**config.mk**
```make
export PLATFORM = sky130hd
export DESIGN_NAME = maindec_mc
export DESIGN_NICKNAME = d
export VERILOG_FILES = /design/src/rtl/maindec_mc.sv
export SDC_FILE = /design/constraint.sdc
export NUM_CORES = 1
export LEC_CHECK = 0
export ABC_AREA = 1
export CELL_PAD_IN_SITES_DETAIL_PLACEMENT = 0
export CELL_PAD_IN_SITES_GLOBAL_PLACEMENT = 1
export CORE_AREA = 4 4 81 83
export CTS_BUF_LIST = sky130_fd_sc_hd__clkbuf_16
export CTS_CLUSTER_DIAMETER = 50
export DETAILED_ROUTE_END_ITERATION = 8
export DIE_AREA = 0 0 85 87
export PLACE_DENSITY = 0.84
export SETUP_SLACK_MARGIN = 0.02
export SYNTH_ARGS = -nofsm -noshare
export SYNTH_HDL_FRONTEND = slang
export SYNTH_SLANG_ARGS = --single-unit
```
**constraint.sdc**
```tcl
create_clock -name clk -period 1.4 [get_ports clk]
set_clock_uncertainty 0.05 [all_clocks]
set_input_delay 0.42 -clock clk [delete_from_list [all_inputs] [get_ports clk]]
set_output_delay 0.42 -clock clk [all_outputs]
set_load 0.1 [all_outputs]
```
**src/rtl/maindec_mc.sv**
```systemverilog
// Registered main decoder at the ID/EX boundary of the RV32 pipeline.
// Adds stall/flush handling, an illegal-opcode flag and a multicycle MUL/DIV hold of ID.
module maindec_mc #(
    parameter bit ENABLE_M   = 1'b1,
    parameter int MUL_CYCLES = 3,
    parameter int DIV_CYCLES = 16,
    parameter int CNT_W      = 5
) (
    input  logic       clk,
    input  logic       rst_n,
    input  logic       id_valid_i,
    input  logic [6:0] op_i,
    input  logic [2:0] funct3_i,
    input  logic [6:0] funct7_i,
    input  logic       ex_stall_i,
    input  logic       flush_i,
    output logic       id_stall_o,
    output logic       valid_o,
    output logic       RegWrite,
    output logic [2:0] ImmSrc,
    output logic       ALUSrc,
    output logic       MemWrite,
    output logic [2:0] ResultSrc,
    output logic [1:0] ALUOp,
    output logic       PCResultSrc,
    output logic       muldiv_o,
    output logic       illegal_o
);

    typedef enum logic {S_IDLE, S_BUSY} state_t;

    localparam logic [CNT_W-1:0] MUL_INIT = CNT_W'(MUL_CYCLES - 1);
    localparam logic [CNT_W-1:0] DIV_INIT = CNT_W'(DIV_CYCLES - 1);
    localparam logic [CNT_W-1:0] CNT_ONE  = CNT_W'(1);

    // Control word layout: {RegWrite, ImmSrc, ALUSrc, MemWrite, ResultSrc, ALUOp, PCResultSrc}
    function automatic logic [12:0] decode(input logic [6:0] op);
        logic [12:0] res;
        res = 13'b0;
        case (op)
            7'h03:   res = {12'b1_000_1_0_001_00_0, 1'b0};
            7'h23:   res = {12'b0_001_1_1_000_00_0, 1'b0};
            7'h33:   res = {12'b1_000_0_0_000_10_0, 1'b0};
            7'h63:   res = {12'b0_010_0_0_000_01_0, 1'b0};
            7'h13:   res = {12'b1_000_1_0_000_10_0, 1'b0};
            7'h6F:   res = {12'b1_011_0_0_010_00_0, 1'b0};
            7'h17:   res = {12'b1_100_0_0_100_00_0, 1'b0};
            7'h37:   res = {12'b1_100_0_0_011_00_0, 1'b0};
            7'h67:   res = {12'b1_000_1_0_010_10_1, 1'b0};
            default: res = {12'b0, 1'b1};
        endcase
        return res;
    endfunction

    state_t           r_state;
    logic [CNT_W-1:0] r_cnt;
    logic [6:0]       r_hold_op;
    logic [11:0]      r_ctrl;
    logic             r_valid;
    logic             r_muldiv;
    logic             r_illegal;

    logic [12:0] w_dec;
    logic [12:0] w_hold_dec;
    logic        w_m_start;

    assign w_dec      = decode(op_i);
    assign w_hold_dec = decode(r_hold_op);
    assign w_m_start  = ENABLE_M && id_valid_i && (op_i == 7'h33) && (funct7_i == 7'b0000001)
                        && !ex_stall_i && !flush_i;

    // ID is released only on the edge where the BUSY op completes
    assign id_stall_o = (r_state == S_BUSY) ? (ex_stall_i || (r_cnt != CNT_ONE))
                                            : (ex_stall_i || w_m_start);

    always_ff @(posedge clk or negedge rst_n) begin
        if (!rst_n) begin
            r_state   <= S_IDLE;
            r_cnt     <= '0;
            r_hold_op <= '0;
            r_ctrl    <= '0;
            r_valid   <= 1'b0;
            r_muldiv  <= 1'b0;
            r_illegal <= 1'b0;
        end else if (flush_i) begin
            r_state   <= S_IDLE;
            r_cnt     <= '0;
            r_ctrl    <= '0;
            r_valid   <= 1'b0;
            r_muldiv  <= 1'b0;
            r_illegal <= 1'b0;
        end else if (!ex_stall_i) begin
            case (r_state)
                S_IDLE: begin
                    if (w_m_start) begin
                        r_hold_op <= op_i;
                        r_cnt     <= funct3_i[2] ? DIV_INIT : MUL_INIT;
                        r_state   <= S_BUSY;
                        r_ctrl    <= '0;
                        r_valid   <= 1'b0;
                        r_muldiv  <= 1'b0;
                        r_illegal <= 1'b0;
                    end else begin
                        r_ctrl    <= id_valid_i ? w_dec[12:1] : 12'b0;
                        r_valid   <= id_valid_i;
                        r_muldiv  <= 1'b0;
                        r_illegal <= id_valid_i && w_dec[0];
                    end
                end
                S_BUSY: begin
                    if (r_cnt == CNT_ONE) begin
                        r_ctrl    <= w_hold_dec[12:1];
                        r_valid   <= 1'b1;
                        r_muldiv  <= 1'b1;
                        r_illegal <= 1'b0;
                        r_cnt     <= '0;
                        r_state   <= S_IDLE;
                    end else begin
                        r_cnt     <= r_cnt - CNT_ONE;
                        r_ctrl    <= '0;
                        r_valid   <= 1'b0;
                        r_muldiv  <= 1'b0;
                        r_illegal <= 1'b0;
                    end
                end
                default: r_state <= S_IDLE;
            endcase
        end
    end

    assign valid_o     = r_valid;
    assign RegWrite    = r_ctrl[11];
    assign ImmSrc      = r_ctrl[10:8];
    assign ALUSrc      = r_ctrl[7];
    assign MemWrite    = r_ctrl[6];
    assign ResultSrc   = r_ctrl[5:3];
    assign ALUOp       = r_ctrl[2:1];
    assign PCResultSrc = r_ctrl[0];
    assign muldiv_o    = r_muldiv;
    assign illegal_o   = r_illegal;

endmodule

```
Yosys cells after proc, flatten, opt, wreduce, memory -nomap -nowiden. Cells that the tools add are included.

Output and inout port bits: 16. Logic and storage cells: 77. Flip-flop bits (word level): 28. Bits of input ports: 22.

Reduce and logical (&&, ||, !) cells: 11. Mux-type cells: 32. Add/subtract/negate cells: 1. Equality and inequality tests: 23. Bitwise logic cells: 3.

Operators by type and width (count): one-hot mux 13 bit (9 select lines) (2); 2-to-1 mux 12 bit (5); == test 7 x 6 -> 1 bit, second input constant (6); == test 7 bit, second input constant (6); == test 7 x 5 -> 1 bit, second input constant (4); one-hot mux 12 bit (2 select lines) (1); 2-to-1 mux 5 bit (4); == test 7 x 2 -> 1 bit, second input constant (2); 2-to-1 mux 1 bit (14); one-hot mux 5 bit (2 select lines) (1); one-hot mux 1 bit (2 select lines) (4); == test 7 x 1 -> 1 bit, second input constant (1); == test 5 x 1 -> 1 bit, second input constant (1); logical AND 1 bit (5); inequality test 5 x 1 -> 1 bit, second input constant (1); subtractor 5 x 1 -> 5 bit, second input constant (1); 2-to-1 mux 4 bit (1); AND reduction 4 bit (1); inequality test 3 bit, second input constant (1); inverter 1 bit (3); logical NOT 1 bit (2); logical OR 1 bit (2); inequality test 2 x 1 -> 1 bit, second input constant (1); AND reduction 2 bit (1).

Depth between registers and ports, before layout. Gate-level depths: netlist of run 1.

Word-level depth: 9. Depth in mapped cells: 10. Gate-level depth less buffers: 10.

Worst setup path after synthesis of run 1. No wires, ideal clock.

Path type: input to output. Start point: input id_valid_i. End point: output id_stall_o. Arrival time: 1.361 ns. Buffers on the path: 1. Path slack: -0.431 ns. Cell stages on the path: 5. Data required time: 0.930 ns. Cells stage by stage: buf_4 nand4_2 nor2_4 nand3_2 nand2_2.

Word-level cells in the longest chain between the ends: 6.

Ends and longest elaborated chain: from (decl) (RTL line 11) `input logic id_valid_i,`; logical AND 1 bit (2 in series) (RTL line 69) `assign w_m_start = ENABLE_M && id_valid_i && (op_i == 7'h33) && (funct7_i == 7'b0000001)`; logical AND 1 bit (2 in series) (RTL line 70) `&& !ex_stall_i && !flush_i;`; logical OR 1 bit (RTL line 74) `: (ex_stall_i || w_m_start);`; 2-to-1 mux 1 bit (RTL line 73) `assign id_stall_o = (r_state == S_BUSY) ? (ex_stall_i || (r_cnt != CNT_ONE))`; to (decl) (RTL line 17) `output logic id_stall_o,`.

Every way passes these cells.

Worst setup path in the final report of run 1.
Start point: register r_cnt[1]. End point: output id_stall_o.

Word-level cells in the longest chain between the ends: 3.

Ends and longest elaborated chain: from (decl) (RTL line 56) `logic [CNT_W-1:0] r_cnt;`; from (signal assigned) (RTL line 97) `r_cnt <= funct3_i[2] ? DIV_INIT : MUL_INIT;`; from (signal assigned) (RTL line 119) `r_cnt <= r_cnt - CNT_ONE;`; inequality test 5 x 1 -> 1 bit (RTL line 73); logical OR 1 bit (RTL line 73); 2-to-1 mux 1 bit (RTL line 73).

Every way passes these cells.

==> results.tsv, run 1 <==
metric	value	unit
numCtsBuffers	3	
dp_cells	412	
cp.arrival	1.39	ns
yosys.area.top_type	dfrtp_1	
avgSynthCellArea	7.06	sq um
fmax	538	MHz
ys_warn_count	0	
crit_cells	6	
area_growth	69.4	%
dr.max_layer_used	met4	
r2r_start	r_cnt[1]	
gp_congestion	0.885	
cp_cell_sequence	inv_2 > ha_4 > nand3_4 > a21oi_4 > nand2_8 > buf_12	
p_leak	1.56	nW
fp-row-count	28	
start_util	0.318	
cts_buffer_depth	2	
dr.pass1.iters	4	
violations	negative setup slack	
cp-end-kind	output pin	
via_count	2009	
regToRegSetupSlack	-0.33	ns
viasPerCell	4.65	
antenna_found_initial	0	
cts_hold_buffers	0	
crit_fanout	2	
crit_path_start	r_cnt[1]	
drv_slew	0	
cts_sinks	28	
dieHeight	87	um
drc_errors	0	
diodes	0	
grt_pass1_vias	1944	
path_buf_inv	2	
fin_hold_ws	0.440	ns
cts_tree	built	
die_w	85	um
post-dp-hpwl	3810	um
rsz0062_at_grt	yes	
grt_pass1_wl	8690	um
insertion_delay	0.26	ns
ys_types	30	
timing.rr.end	r_ctrl[11]	
io_pins	38	
grt_util_all_layers	0.144	
final_common_cell	nand2_1	
drive_above_1_share	0.440	
ys_top_cells_by_area	dfrtp_1, nand2_1, nand3_1	
ys_seq_area_frac	0.376	
synth_top_area_frac	0.376	
gr-total-overflow	0	
slowest_stage	dfrtp_1	
die_area	7400	sq um
layout.cells.non_filler	432	
post-route-period-util	1.33	
worst_pin_slew	0.350	ns
worstPathRequired	0.93	ns
hold_viol	0	
slowest_delay	0.38	ns
post-route-min-period	1.86	ns
port_buffers	35	
maxCapViolCount	0	
m1WireLength	2360	um
endpoint	id_stall_o	
worst_slack	-0.458	ns
ant_nets	0	
crit_type	flip-flop to output pin	
clk_pin_slew	0.07	ns
min_path_type	flip-flop to flip-flop	
maxSlewHeadroom	0.765	
outcome	finished, violations left	
syn_nets	288	
cts_root_buffer	clkbuf_16	
met2WireLength	2510	um
synth_area	1860	sq um
power_density	722	nW/um^2
crit_path_start_kind	flip-flop	
cts.htree.levels	1	
drt_iter0_drc	151	
core	5850	sq um
final_cell_mix	nand2_1, buf_4, dfrtp_1	
finalSetupViolations	20	
ff2ff_path_depth	13	
grt_max_degree	29	
critPathTopFamily	flip-flops	
routedWlPerCell	12.0	um
fin_nets	382	
drt-total-wl	5170	um
synth-seq-cells	28	
ir_worst_vdd	0.386	mV
dr_wl_met3	230	um
syn_inst	264	
hold_depth	2	
-- repair_timing --
action / 4_1_cts / 5_1_grt
cloned: 0 / 0
setup buffers: 11 / 9
resized for setup: 73 / 41
setup endpoints to repair: 29 / 21
pin swaps: 25 / 25
endpoints found under the hold margin: 0 / 0
-- sequential cells by signal, indices dropped and copies added, names as in the netlist --
register	flops
illegal_o	1
muldiv_o	1
r_cnt	5
r_ctrl	12
r_hold_op	7
r_state	1
valid_o	1
-- metal layers --
metal  global-route usage  vias to the layer above
met5                    0                        -
met2                0.254                       46
li1                     -                     1034
met1                0.185                      925
met3               0.0132                        4
met4               0.0475                        0
-- worst register-to-register path, cell delays in order, from the launching register on --
cell,delay [ns]
dfrtp_1,0.38
inv_2,0.07
ha_4,0.13
nand3_4,0.09
buf_4,0.15
buf_6,0.10
buf_6,0.11
nor2_4,0.13
buf_12,0.14
buf_6,0.08
nand3_1,0.07
nand2_1,0.07
nand2_1,0.06
nand2_1,0.05
-- through the flow --
stage	util	total power [mW]	cell area (sq um)	setup TNS (ns)	setup WS (ns)
2_1_floorplan	-	1.21	1910	-0.189	-0.179
3_3_place_gp	0.481	1.51	2820	-13.53	-0.671
3_5_place_dp	0.481	1.51	2820	-14.17	-0.691
4_1_cts	0.526	2.22	3080	-2.67	-0.467
5_1_grt	0.539	2.39	3160	-6.73	-0.518
6_report	0.539	2.28	3160	-5.12	-0.458
-- cell families (layout without fill, tap and decap cells) --
family,count (synthesis),after routing,share of synthesized area
simple gates,157,157,0.416
buf+inv,42,135,0.0907
compound gates,33,33,0.0940
flops,28,28,0.376
fa+ha+maj,2,2,0.0134
xor+xnor,2,2,0.00940
-- power by group --
part	internal (mW)	leakage (nW)	switching [mW]
Combinational	0.342	1.16	0.413
Clock	0.383	0.0385	0.261
Sequential	0.844	0.361	0.0340
Total	1.57	1.56	0.708
-- layout make-up --
class / count / area [sq um]
clock buffers: 3 / 75.1
clock inverters: 1 / 3.75
fillers: 520 / 2700
inverters: 38 / 156
multi-input cells: 194 / 1190
flip-flops and latches: 28 / 701
well taps: 75 / 93.8
repair buffers: 93 / 940
-- synthesized netlist by cell type, drive strengths merged --
| library cell | count |
|---|---|
| a21boi | 1 |
| a21oi | 5 |
| a22oi | 1 |
| buf | 3 |
| clkbuf | 1 |
| clkinv | 1 |
| dfrtp | 28 |
| ha | 2 |
| inv | 37 |
| nand2 | 86 |
| nand3 | 30 |
| nand4 | 8 |
| nor2 | 29 |
| nor3 | 2 |
| nor4 | 1 |
| o211ai | 1 |
| o21a | 1 |
| o21ai | 24 |
| or2 | 1 |
| xor2 | 2 |
-- worst min-delay path by stage --
stage | from | end | slack (ns)
finish | r_hold_op[1] | r_hold_op[1] | 0.44
global route | r_hold_op[1] | r_hold_op[1] | 0.47
CTS | r_hold_op[0] | r_hold_op[0] | 0.44
detailed placement | r_hold_op[0] | r_hold_op[0] | 0.43
global placement | r_hold_op[1] | r_hold_op[1] | 0.42
floorplan | rst_n | illegal_o | 0.07
No activity file was read; power rests on OpenSTA's default activity.
==> inputs of run 2 (changes only) <==
--- a/config.mk
+++ b/config.mk
@@ -15,6 +15,7 @@
 export DIE_AREA = 0 0 85 87
 export PLACE_DENSITY = 0.84
 export SETUP_SLACK_MARGIN = 0.02
+export SLEW_MARGIN = 20
 export SYNTH_ARGS = -nofsm -noshare
 export SYNTH_HDL_FRONTEND = slang
 export SYNTH_SLANG_ARGS = --single-unit
==> results of run 2 <==
Same layout as run 1: the final DEF is identical, and so are final timing and power.
